===== config.mk =====
export PLATFORM = sky130hd
export DESIGN_NAME = lcd_bus_responder
export DESIGN_NICKNAME = d
export VERILOG_FILES = /design/src/rtl/lcd_bus_responder.sv
export SDC_FILE = /design/constraint.sdc
export NUM_CORES = 1
export LEC_CHECK = 0
export CORE_MARGIN = 2
export CORE_UTILIZATION = 58
export DETAILED_ROUTE_END_ITERATION = 7
export PLACE_DENSITY = 0.82
export SYNTH_ARGS = -nofsm -noshare
export SYNTH_HDL_FRONTEND = slang
export SYNTH_SLANG_ARGS = --single-unit
export TNS_END_PERCENT = 10

===== constraint.sdc =====
create_clock -name iCLK -period 2.3 [get_ports iCLK]
set_input_delay 0.23 -clock iCLK [delete_from_list [all_inputs] [get_ports iCLK]]
set_output_delay 0.23 -clock iCLK [all_outputs]
set_load 0.05 [all_outputs]

===== src/rtl/lcd_bus_responder.sv =====
// Shadow responder for an 8-bit HD44780-style LCD bus: mirrors DDRAM and cursor state.
// Optional macro LCD_RESP_BUSY_EN adds a WAIT state modelling the panel's busy time.
module lcd_bus_responder #(
    parameter int BUSY_CYC  = 2000,
    parameter int CLEAR_CYC = 82000
) (
    input  logic       iCLK,
    input  logic       iRST_N,
    input  logic [7:0] LCD_DATA,
    input  logic       LCD_RS,
    input  logic       LCD_RW,
    input  logic       LCD_EN,
    input  logic [4:0] iRD_ADDR,
    output logic [7:0] oRD_CHAR,
    output logic [4:0] oCURSOR,
    output logic       oDISP_ON,
    output logic       oBUSY,
    output logic       oEVT,
    output logic       oEVT_RS,
    output logic [7:0] oEVT_DATA,
    output logic       oERR
);

    if (CLEAR_CYC < 32 || BUSY_CYC < 0) begin : gBadCfg
        $error("lcd_bus_responder: CLEAR_CYC must be >= 32 and BUSY_CYC >= 0");
    end

`ifdef LCD_RESP_BUSY_EN
    typedef enum logic [1:0] {INIT, IDLE, CLEAR, WAIT} stateT;

    localparam int MaxCyc = (BUSY_CYC > CLEAR_CYC) ? BUSY_CYC : CLEAR_CYC;
    localparam int CW = $clog2(MaxCyc + 1);
    localparam bit BusyWait = BUSY_CYC > 0;
    localparam bit ClearWait = CLEAR_CYC > 32;
    localparam logic [CW-1:0] BusyLoad = BusyWait ? CW'(BUSY_CYC - 1) : '0;
    localparam logic [CW-1:0] ClearLoad = ClearWait ? CW'(CLEAR_CYC - 33) : '0;

    logic [CW-1:0] waitCnt;
    logic [CW-1:0] waitNext;
`else
    typedef enum logic [1:0] {INIT, IDLE, CLEAR} stateT;
`endif

    stateT       state;
    stateT       stateNext;
    logic [4:0]  fillCnt;
    logic [4:0]  fillNext;
    logic [4:0]  cursorNext;
    logic        incDir;
    logic        incNext;
    logic        dispNext;

    logic [1:0]  enSync;
    logic [1:0]  rsSync;
    logic [1:0]  rwSync;
    logic [7:0]  dataSync0;
    logic [7:0]  dataSync1;
    logic        enPrev;

    logic        busRs;
    logic        busRw;
    logic [7:0]  busD;
    logic        writeEdge;
    logic        accept;
    logic        drop;

    logic        memWe;
    logic [4:0]  memAddr;
    logic [7:0]  memWd;
    logic [7:0]  ddram [32];

    assign busRs = rsSync[1];
    assign busRw = rwSync[1];
    assign busD = dataSync1;
    assign writeEdge = enPrev & ~enSync[1] & ~busRw;
    assign accept = writeEdge & (state == IDLE);
    assign drop = writeEdge & (state != IDLE);

    always_comb begin
        stateNext = state;
        fillNext = fillCnt;
        cursorNext = oCURSOR;
        incNext = incDir;
        dispNext = oDISP_ON;
        memWe = 1'b0;
        memAddr = fillCnt;
        memWd = 8'h20;
`ifdef LCD_RESP_BUSY_EN
        waitNext = waitCnt;
`endif
        unique case (state)
            INIT, CLEAR: begin
                memWe = 1'b1;
                fillNext = fillCnt + 5'd1;
                if (fillCnt == 5'd31) begin
                    stateNext = IDLE;
`ifdef LCD_RESP_BUSY_EN
                    if (state == CLEAR && ClearWait) begin
                        stateNext = WAIT;
                        waitNext = ClearLoad;
                    end
`endif
                end
            end
            IDLE: begin
                if (accept) begin
`ifdef LCD_RESP_BUSY_EN
                    if (BusyWait) begin
                        stateNext = WAIT;
                        waitNext = BusyLoad;
                    end
`endif
                    if (busRs) begin
                        memWe = 1'b1;
                        memAddr = oCURSOR;
                        memWd = busD;
                        cursorNext = incDir ? oCURSOR + 5'd1 : oCURSOR - 5'd1;
                    end else begin
                        // Highest set bit selects the instruction
                        priority case (1'b1)
                            busD[7]: cursorNext = {busD[6], busD[3:0]};
                            busD[6], busD[5], busD[4]: ;
                            busD[3]: dispNext = busD[2];
                            busD[2]: incNext = busD[1];
                            busD[1]: cursorNext = '0;
                            busD[0]: begin
                                cursorNext = '0;
                                incNext = 1'b1;
                                fillNext = '0;
                                stateNext = CLEAR;
                            end
                            default: ;
                        endcase
                    end
                end
            end
`ifdef LCD_RESP_BUSY_EN
            WAIT: begin
                if (waitCnt == '0) begin
                    stateNext = IDLE;
                end else begin
                    waitNext = waitCnt - 1'b1;
                end
            end
`endif
            default: stateNext = INIT;
        endcase
    end

    always_ff @(posedge iCLK or negedge iRST_N) begin
        if (!iRST_N) begin
            enSync <= '0;
            rsSync <= '0;
            rwSync <= '0;
            dataSync0 <= '0;
            dataSync1 <= '0;
            enPrev <= 1'b0;
            state <= INIT;
            fillCnt <= '0;
            oCURSOR <= '0;
            incDir <= 1'b1;
            oDISP_ON <= 1'b0;
            oBUSY <= 1'b0;
            oEVT <= 1'b0;
            oEVT_RS <= 1'b0;
            oEVT_DATA <= '0;
            oERR <= 1'b0;
            oRD_CHAR <= '0;
`ifdef LCD_RESP_BUSY_EN
            waitCnt <= '0;
`endif
        end else begin
            enSync <= {enSync[0], LCD_EN};
            rsSync <= {rsSync[0], LCD_RS};
            rwSync <= {rwSync[0], LCD_RW};
            dataSync0 <= LCD_DATA;
            dataSync1 <= dataSync0;
            enPrev <= enSync[1];
            state <= stateNext;
            fillCnt <= fillNext;
            oCURSOR <= cursorNext;
            incDir <= incNext;
            oDISP_ON <= dispNext;
            oBUSY <= (stateNext != IDLE);
            oEVT <= accept;
            if (accept) begin
                oEVT_RS <= busRs;
                oEVT_DATA <= busD;
            end
            if (drop) begin
                oERR <= 1'b1;
            end
            // Nonblocking read of the array gives read-first on collisions
            oRD_CHAR <= ddram[iRD_ADDR];
`ifdef LCD_RESP_BUSY_EN
            waitCnt <= waitNext;
`endif
        end
    end

    always_ff @(posedge iCLK) begin
        if (memWe) begin
            ddram[memAddr] <= memWd;
        end
    end

endmodule


==> results of run 1 <==
==> synthesized netlist by cell type (6+ instances only) <==
library cell  count
mux2_2           11
inv_1             9
dfrtp_1          56
nand2_1          34
buf_4             6
and3_1            9
clkbuf_1         14
edfxtp_1        256
mux4_2           80
nor2_1           37
buf_1             7
==> cells by family after synthesis <==
group | count (synthesis)
XOR/XNOR | 4
AO/OA/AOI/OAI | 39
adder cells (fa/ha/maj) | 6
multiplexers | 94
flip-flops | 313
AND/OR/NAND/NOR | 111
buffers and inverters | 40
==> sequential cells by signal, indices dropped and copies added, names as in the netlist <==
signal and flops:
enPrev 1, fillCnt 5, oEVT_DATA 8, oDISP_ON 1, oERR 1, oEVT 1, ddram 256, state 2
enSync 2, oRD_CHAR 8, busD 8, incDir 1, oEVT_RS 1, dataSync0 8, oBUSY 1, rsSync 2
rwSync 2, oCURSOR 5
==> worst max-delay path, stage by stage (launching register included) <==
cell	delay [ns]
dfstp_2	0.54
inv_1	0.10
ha_1	0.34
and3_1	0.21
or3_1	0.39
and4_1	0.23
a2111o_1	0.35
==> final timing paths <==
check	from	to	slack, ns	cells after the start
worst max-delay path	incDir	oCURSOR[4]	0.01	6
worst min-delay path	LCD_DATA[3]	dataSync0[3]	0.13	1
worst max register to register	incDir	oCURSOR[4]	0.01	6
worst min register to register	enSync[0]	enSync[1]	0.35	0
max in group asynchronous	iRST_N	busD[7]	1.30	3
min in group asynchronous	iRST_N	fillCnt[0]	0.32	2
==> stage by stage <==
step | instances | setup TNS [ns] | hold WS [ns] | util, %
after CTS | 1001 | -0.1959 | 0.1161 | 68.20
after global placement | 951 | 0 | 0.3276 | 63.88
final | 1001 | 0 | 0.1297 | 68.45
after detailed placement | 951 | -0.06697 | 0.3365 | 63.88
after floorplan | 607 | 0 | -0.06559 | -
after global routing | 1001 | -0.04318 | 0.1208 | 68.45
==> layout make-up <==
cell class,instances,area [µm²],area share [%]
timing repair buffer,100,898.4,6.303
multi-input combinational,254,2977,20.88
clock buffer,32,737.0,5.170
inverter,10,37.54,0.2633
clock inverter,17,145.1,1.018
sequential,313,9115,63.95
tap,275,344.1,2.414
==> timing repair <==
item                       4_1_cts  5_1_grt
hold endpoints to repair        29        0
setup endpoints to repair       19      371
hold buffers                     1        0
gates resized for setup          1       15
==> power groups by stage <==
stage          combinational [mW]  sequential [mW]  clock, mW
2_1_floorplan               0.518             6.65          0
3_3_place_gp                 1.17             6.39          0
3_5_place_dp                 1.20             6.40          0
4_1_cts                      1.21             6.29       4.53
5_1_grt                      1.31             6.30       4.73
6_report                     1.23             6.29       4.47
==> layer usage <==
layer,up-vias,share of wire [%]
met5,-,0
met4,0,1.9
met3,53,8.2
met2,308,50
met1,3274,39
li1,2652,-
==> run metrics, run 1 <==
RSZ-0062 raised after global routing=yes; Clock Power Share=37.3%; GR Layer Usage met1=33.20%; critical path class=register to register; actual slew at the worst max-slew pin=1.201 ns; status=finished clean; Worst setup EP type=register; DR pass1 iterations=7; Mean Syn Cell Area=20.12 µm²; M3 GR Usage=3.945%; mux cell area share after synthesis=16.01%; met2 GRT Util=38.57%; CTS tree=yes; final wirelength=24.91 mm; initial core utilization=58.65%; WP data arrival=2.69 ns; pin count of the biggest net entering global routing=36; Mapped Cells=607; largest family of logic cells by synthesized area=multiplexers; Final min period=2.285 ns; die area=22230 µm²; DP Area=13300 µm²; Seq/Total Area, Yosys=74.64%; routability cong.=0.8433; simple-gate area share of the yosys netlist=4.436%; fillers=1267; Yosys top cell by area=edfxtp_1; Most Crowded Layer GR=met2; PnR Total Power=11.99 mW; Ys Warns=0; worst vdd ir=742.9 µV; via count=6287; Adder-Cell Fraction of Synth Area=0.6762%; Synth async-reset ratio=18.21%; vias in the first global route=6385; final period utilization=99.35%; DR WL/cell=24.89 µm; CTS max path bufs=3; power density cells=841.3 nW/µm²; most frequent cells in the layout=edfxtp_1, mux4_2, dfrtp_1, buf_4, clkdlybuf4s50_1; Post-DRT Antenna Nets=0; Die W=149.1 µm; Layout area overhead=16.72%; Synth Area in XOR/XNOR=0.2869%; logic gate share of total power=10.3%; CTS Sinks=313; most common cell after layout, fill and taps aside=edfxtp_1; endpoints failing setup=0; Post-synth EDFFs=256; Fin. Hold Viols=0; Clock Pin Slew Worst Setup and Hold Paths=0.06 ns; synthesis-stage register bit count=313; Die Ht=149.1 µm; IO Count=44; clk root buf=clkbuf_16; DP Wirelength=15.39 mm; top achievable clock speed=437.6 MHz; vias per inst=6.281; CP max FO=5; required time of the critical path=2.70 ns; Area contributors post-synth=edfxtp_1, mux4_2, dfrtp_1; Int Pwr=9.208 mW; switching power=2.784 mW; postcts setup bufs=0; Port Buffers=43; total global-route track usage=23.32%; Mapped Area=12210 µm²; final slew viol count=0; setup ws final=0.01497 ns; fin nets=732; Seq pwr share=52.5%; row count=53; synth unique cells=52; synthesized netlist net count=631; first-pass GRT wire length=38.42 mm; Synth Area in Compound Gates=2.449%; Hold WC Path Type=input pin to register; share of layout cells above drive strength 1=29.48%; clock latency on the worst-skew pair=0.54 ns; # diodes=0; initial antenna violation count=0; Setup Skew=0.01801 ns; Core Region=20820 µm²; MaxCap Viol Count=0; Slew HR=19.95%; top-area cell type share of the netlist area=62.95%; DRC=0; H-tree levels=1; Starting DRT DRC Count=692; pre-CTS setup slack=-0.008671 ns; Setup crit start kind=register; leakage=5.032 nW; grt total ovfl=0; CTS Buf Count=29; Net Sw Frac=23.21%; final instance area=14250 µm²; Post-synth top flop=edfxtp_1
No activity file was read; power rests on OpenSTA's default activity.
==> run 2, diff against run 1 <==
- CAP_MARGIN: default -> 20
==> run 2 against run 1 <==
Die area unchanged. Critical path depth increased by 1. Power increased by 0.47%. Sequential power about the same. Cell count rose by 0.90%. Via count is 0.37% lower. Sequential share of layout area is 0.83 points lower. Non-clock buffer count grew 9. Hold slack better by 0.0022 ns. Largest cell class unchanged. Highest routed layer unchanged.
==> run metrics, run 2 (same netlist as run 1, synthesis figures left out) <==
total global-route track usage=23.32%; Critical R2R Launch=incDir; number of flip-flops in the largest register=256; Slew HR=47.48%; Port Buffers=43; CP endpoint=oCURSOR[4]; final period utilization=99.59%; initial antenna violation count=0; Setup Skew=0.01535 ns; final slew viol count=0; WP data arrival=2.69 ns; IO Count=44; DP Wirelength=15.39 mm; pre-CTS setup slack=-0.008671 ns; Core Region=20820 µm²; DR WL/cell=24.99 µm; clock latency on the worst-skew pair=0.54 ns; routability cong.=0.8433; Layout area overhead=18.26%; first-pass GRT wire length=38.42 mm; CTS Sinks=313; Die Ht=149.1 µm; Fin. Hold Viols=0; final wirelength=25.24 mm; initial core utilization=58.65%; fillers=1235; critical path class=register to register; crit path launch=incDir; Starting DRT DRC Count=732; top achievable clock speed=436.6 MHz; die area=22230 µm²; Hold Crit Start=LCD_DATA[3]; CTS max path bufs=3; DRC=0; Hold WC Path Type=input pin to register; fin nets=741; most frequent cells in the layout=edfxtp_1, mux4_2, dfrtp_1, buf_4, clkdlybuf4s50_1; vias in the first global route=6385; setup ws final=0.009371 ns; Setup crit start kind=register; required time of the critical path=2.70 ns; Finished Core Util=69.35%; power density cells=834.2 nW/µm²; status=finished clean; # diodes=0; PnR Total Power=12.05 mW; Final min period=2.291 ns; R2R setup slack=0.009 ns; MaxCap Viol Count=0; CTS tree=yes; RR Endpoint=oCURSOR[4]; vias per inst=6.202; row count=53; hold slack=0.1319 ns; H-tree levels=1; clk root buf=clkbuf_16; endpoints failing setup=0; worst-case reg-to-reg path depth=7; leakage=5.106 nW; worst vdd ir=747.3 µV; Top reg by flops=ddram; Post-DRT Antenna Nets=0; actual slew at the worst max-slew pin=0.7878 ns; grt total ovfl=0; CP max FO=3; Worst setup EP type=register; pin count of the biggest net entering global routing=36; DR pass1 iterations=7; via count=6264; CTS Buf Count=29; Die W=149.1 µm; most common cell after layout, fill and taps aside=edfxtp_1; Clock Pin Slew Worst Setup and Hold Paths=0.06 ns; share of layout cells above drive strength 1=30.20%
==> run 2: worst min-delay path by stage <==
stage	endpoint	slack, ns	depth (start not counted)
floorplan	busD[0]	-0.07	0
global placement	rwSync[0]	0.33	1
detailed placement	enSync[1]	0.34	0
CTS	dataSync0[3]	0.12	1
global route	dataSync0[7]	0.12	1
finish	dataSync0[3]	0.13	1
==> run 2: final cells by class <==
type / count / area [µm²] / area share, %
multi-input combinational: 254 / 3013 / 20.86
sequential: 313 / 9115 / 63.12
clock inverter: 17 / 145.1 / 1.005
timing repair buffer: 109 / 1046 / 7.243
clock buffer: 32 / 737.0 / 5.103
inverter: 10 / 41.29 / 0.2859
tap: 275 / 344.1 / 2.383
==> run 2: report_power, final <==
part	internal, mW	total (mW)	leakage (nW)	switching (mW)
clock	2.52	4.48	0.432	1.96
sequential	6.19	6.30	3.13	0.103
combinational	0.528	1.27	1.55	0.746
==> run 2: worst max-delay path: stages, from the launching register on <==
cell and delay [ns]:
dfstp_2 0.57, clkinvlp_4 0.15, buf_12 0.16, ha_4 0.22
a21o_1 0.17, or3_4 0.38, and4_1 0.21, a2111o_1 0.30
==> run 2: repair_timing <==
action                     in CTS  in global routing
gates resized for setup         1                 16
setup endpoints to repair      19                179
gates cloned                    0                  0
hold buffers                    1                  0
pin swaps                       0                  3
buffers inserted                0                  3
hold endpoints to repair       29                  0
==> run 2: metrics by stage <==
step,instances,TNS (ns),area [µm²]
final,1010,0,14440
after CTS,1001,-0.1959,14200
after detailed placement,951,-0.06697,13300
after floorplan,607,0,12210
after global placement,951,0,13300
after global routing,1010,-0.1051,14440
==> run 2: layer usage <==
metal  vias to the layer above  part of all wire [%]  global-route usage [%]
met3                        48                   7.6                   3.945
met5                         -                     0                       0
met2                       319                    50                   38.57
met1                      3227                    40                   33.20
met4                         0                   2.1                   5.905
li1                       2670                     -                       -
==> run 3, diff against run 2 <==
- RECOVER_POWER: default -> 50
==> run 3 against run 2 <==
The flow now finishes with violations (max-capacitance violations, max-slew violations). Via count about the same. Clock-buffer cell count did not move. Global-route usage unchanged. Hold slack better by 0.11 ns. First-iteration DRC count down 7.9%. Setup slack got worse by 0.0057 ns.
==> run metrics, run 3 (same netlist as run 1, synthesis figures left out) <==
Port Buffers=43; Post-DRT Antenna Nets=0; Setup crit start kind=register; die area=22230 µm²; crit path cell chain=clkinvlp_4 -> buf_12 -> ha_4 -> a21o_1 -> or3_4 -> and4_1 -> a2111o_1; H-tree levels=1; dpl cells=951; CTS tree=yes; final cell count without fillers=1010; Hold Crit Start=LCD_DATA[3]; final period utilization=99.84%; IO Count=44; final instance area=14350 µm²; actual slew at the worst max-slew pin=1.850 ns; Worst Hold Depth=1; clock latency on the worst-skew pair=0.54 ns; via count=6268; most common cell after layout, fill and taps aside=edfxtp_1; # diodes=0; DP Area=13300 µm²; multi-input gate area in the final layout=3013 µm²; status=finished, violations left; Worst setup EP type=register; CTS Buf Count=29; initial core utilization=58.65%; fillers=1244; clk root buf=clkbuf_16; DRC=0; first-pass GRT wire length=38.42 mm; top achievable clock speed=435.5 MHz; Setup Skew=0.01645 ns; DP Wirelength=15.39 mm; max incr delay on CP=0.57 ns; final wirelength=25.16 mm; share of layout cells above drive strength 1=30.07%; hold worst-path end=dataSync0[3]; Layout area overhead=17.51%; DR WL/cell=24.91 µm; most frequent cells in the layout=edfxtp_1, mux4_2, dfrtp_1, buf_4, nor2_1; row count=53; Crit-path slowest cell=dfstp_2; Die W=149.1 µm; Top reg by flops=ddram; endpoints failing setup=0; Final min period=2.296 ns; setup ws final=0.003704 ns; Core Region=20820 µm²; worst vdd ir=746.2 µV; Slew HR=-23.36%; fin nets=741; RR Endpoint=oCURSOR[4]; Starting DRT DRC Count=674; DR pass1 iterations=5; Finished Core Util=68.92%; CTS Sinks=313; critical path class=register to register; initial antenna violation count=0; Critical R2R Launch=incDir; power density cells=838.9 nW/µm²; final slew viol count=33; MaxCap Viol Count=1; worst path bufs/invs=2; Die Ht=149.1 µm; Reg area=9115 µm²; routability cong.=0.8433; vias per inst=6.206; Clock Pin Slew Worst Setup and Hold Paths=0.06 ns; required time of the critical path=2.70 ns; Fin. Hold Viols=0; pin count of the biggest net entering global routing=36; CP max FO=3; number of flip-flops in the largest register=256; leakage=5.086 nW; setup TNS=0 ns; CTS max path bufs=3; failing checks=max-capacitance violations, max-slew violations; grt total ovfl=0; total global-route track usage=23.32%; CP top delay family=simple AND/OR/NAND/NOR gates; hold slack=0.2469 ns; Hold WC Path Type=input pin to register; R2R setup slack=0.004 ns; WP data arrival=2.70 ns; PnR Total Power=12.04 mW; worst-case reg-to-reg path depth=7; pre-CTS setup slack=-0.008671 ns; crit path launch=incDir; vias in the first global route=6385
==> run 3: worst max-delay path by stage <==
stage / endpoint / depth (start not counted)
3_3_place_gp: ddram[6][0] / 6
2_1_floorplan: oCURSOR[4] / 5
5_1_grt: oCURSOR[4] / 7
4_1_cts: ddram[25][1] / 5
6_report: oCURSOR[4] / 7
3_5_place_dp: ddram[5][3] / 6
==> run 3: worst reg2reg max path: stages, from the launching register on <==
cell        delay, ns
dfstp_2          0.57
clkinvlp_4       0.16
buf_12           0.16
ha_4             0.22
a21o_1           0.17
or3_4            0.38
and4_1           0.21
a2111o_1         0.29
==> run 3: timing repair <==
action | 4_1_cts | 5_1_grt
resized for setup | 1 | 16
pin swaps | 0 | 3
endpoints found under the setup margin | 19 | 179
hold buffers | 1 | 0
endpoints found under the hold margin | 29 | 0
setup buffers | 0 | 3
==> run 3: layer usage <==
metal	part of all wire, %	global-route usage (%)	up-vias
li1	-	-	2673
met2	51	38.57	305
met1	40	33.20	3242
met4	2.0	5.905	0
met3	7.4	3.945	48
met5	0	0	-
==> run 3: power breakdown <==
group          switching, mW  internal [mW]
combinational          0.747          0.513
sequential             0.103           6.19
clock                   1.96           2.52
total                   2.81           9.23
==> run 3: cell type report <==
cell class              instances  share of cell area, %
flip-flops and latches        313                  63.52
clock buffers                  32                  5.136
well taps                     275                  2.398
inverters                      10                 0.2877
repair buffers                109                  6.653
multi-input cells             254                  21.00
clock inverters                17                  1.011
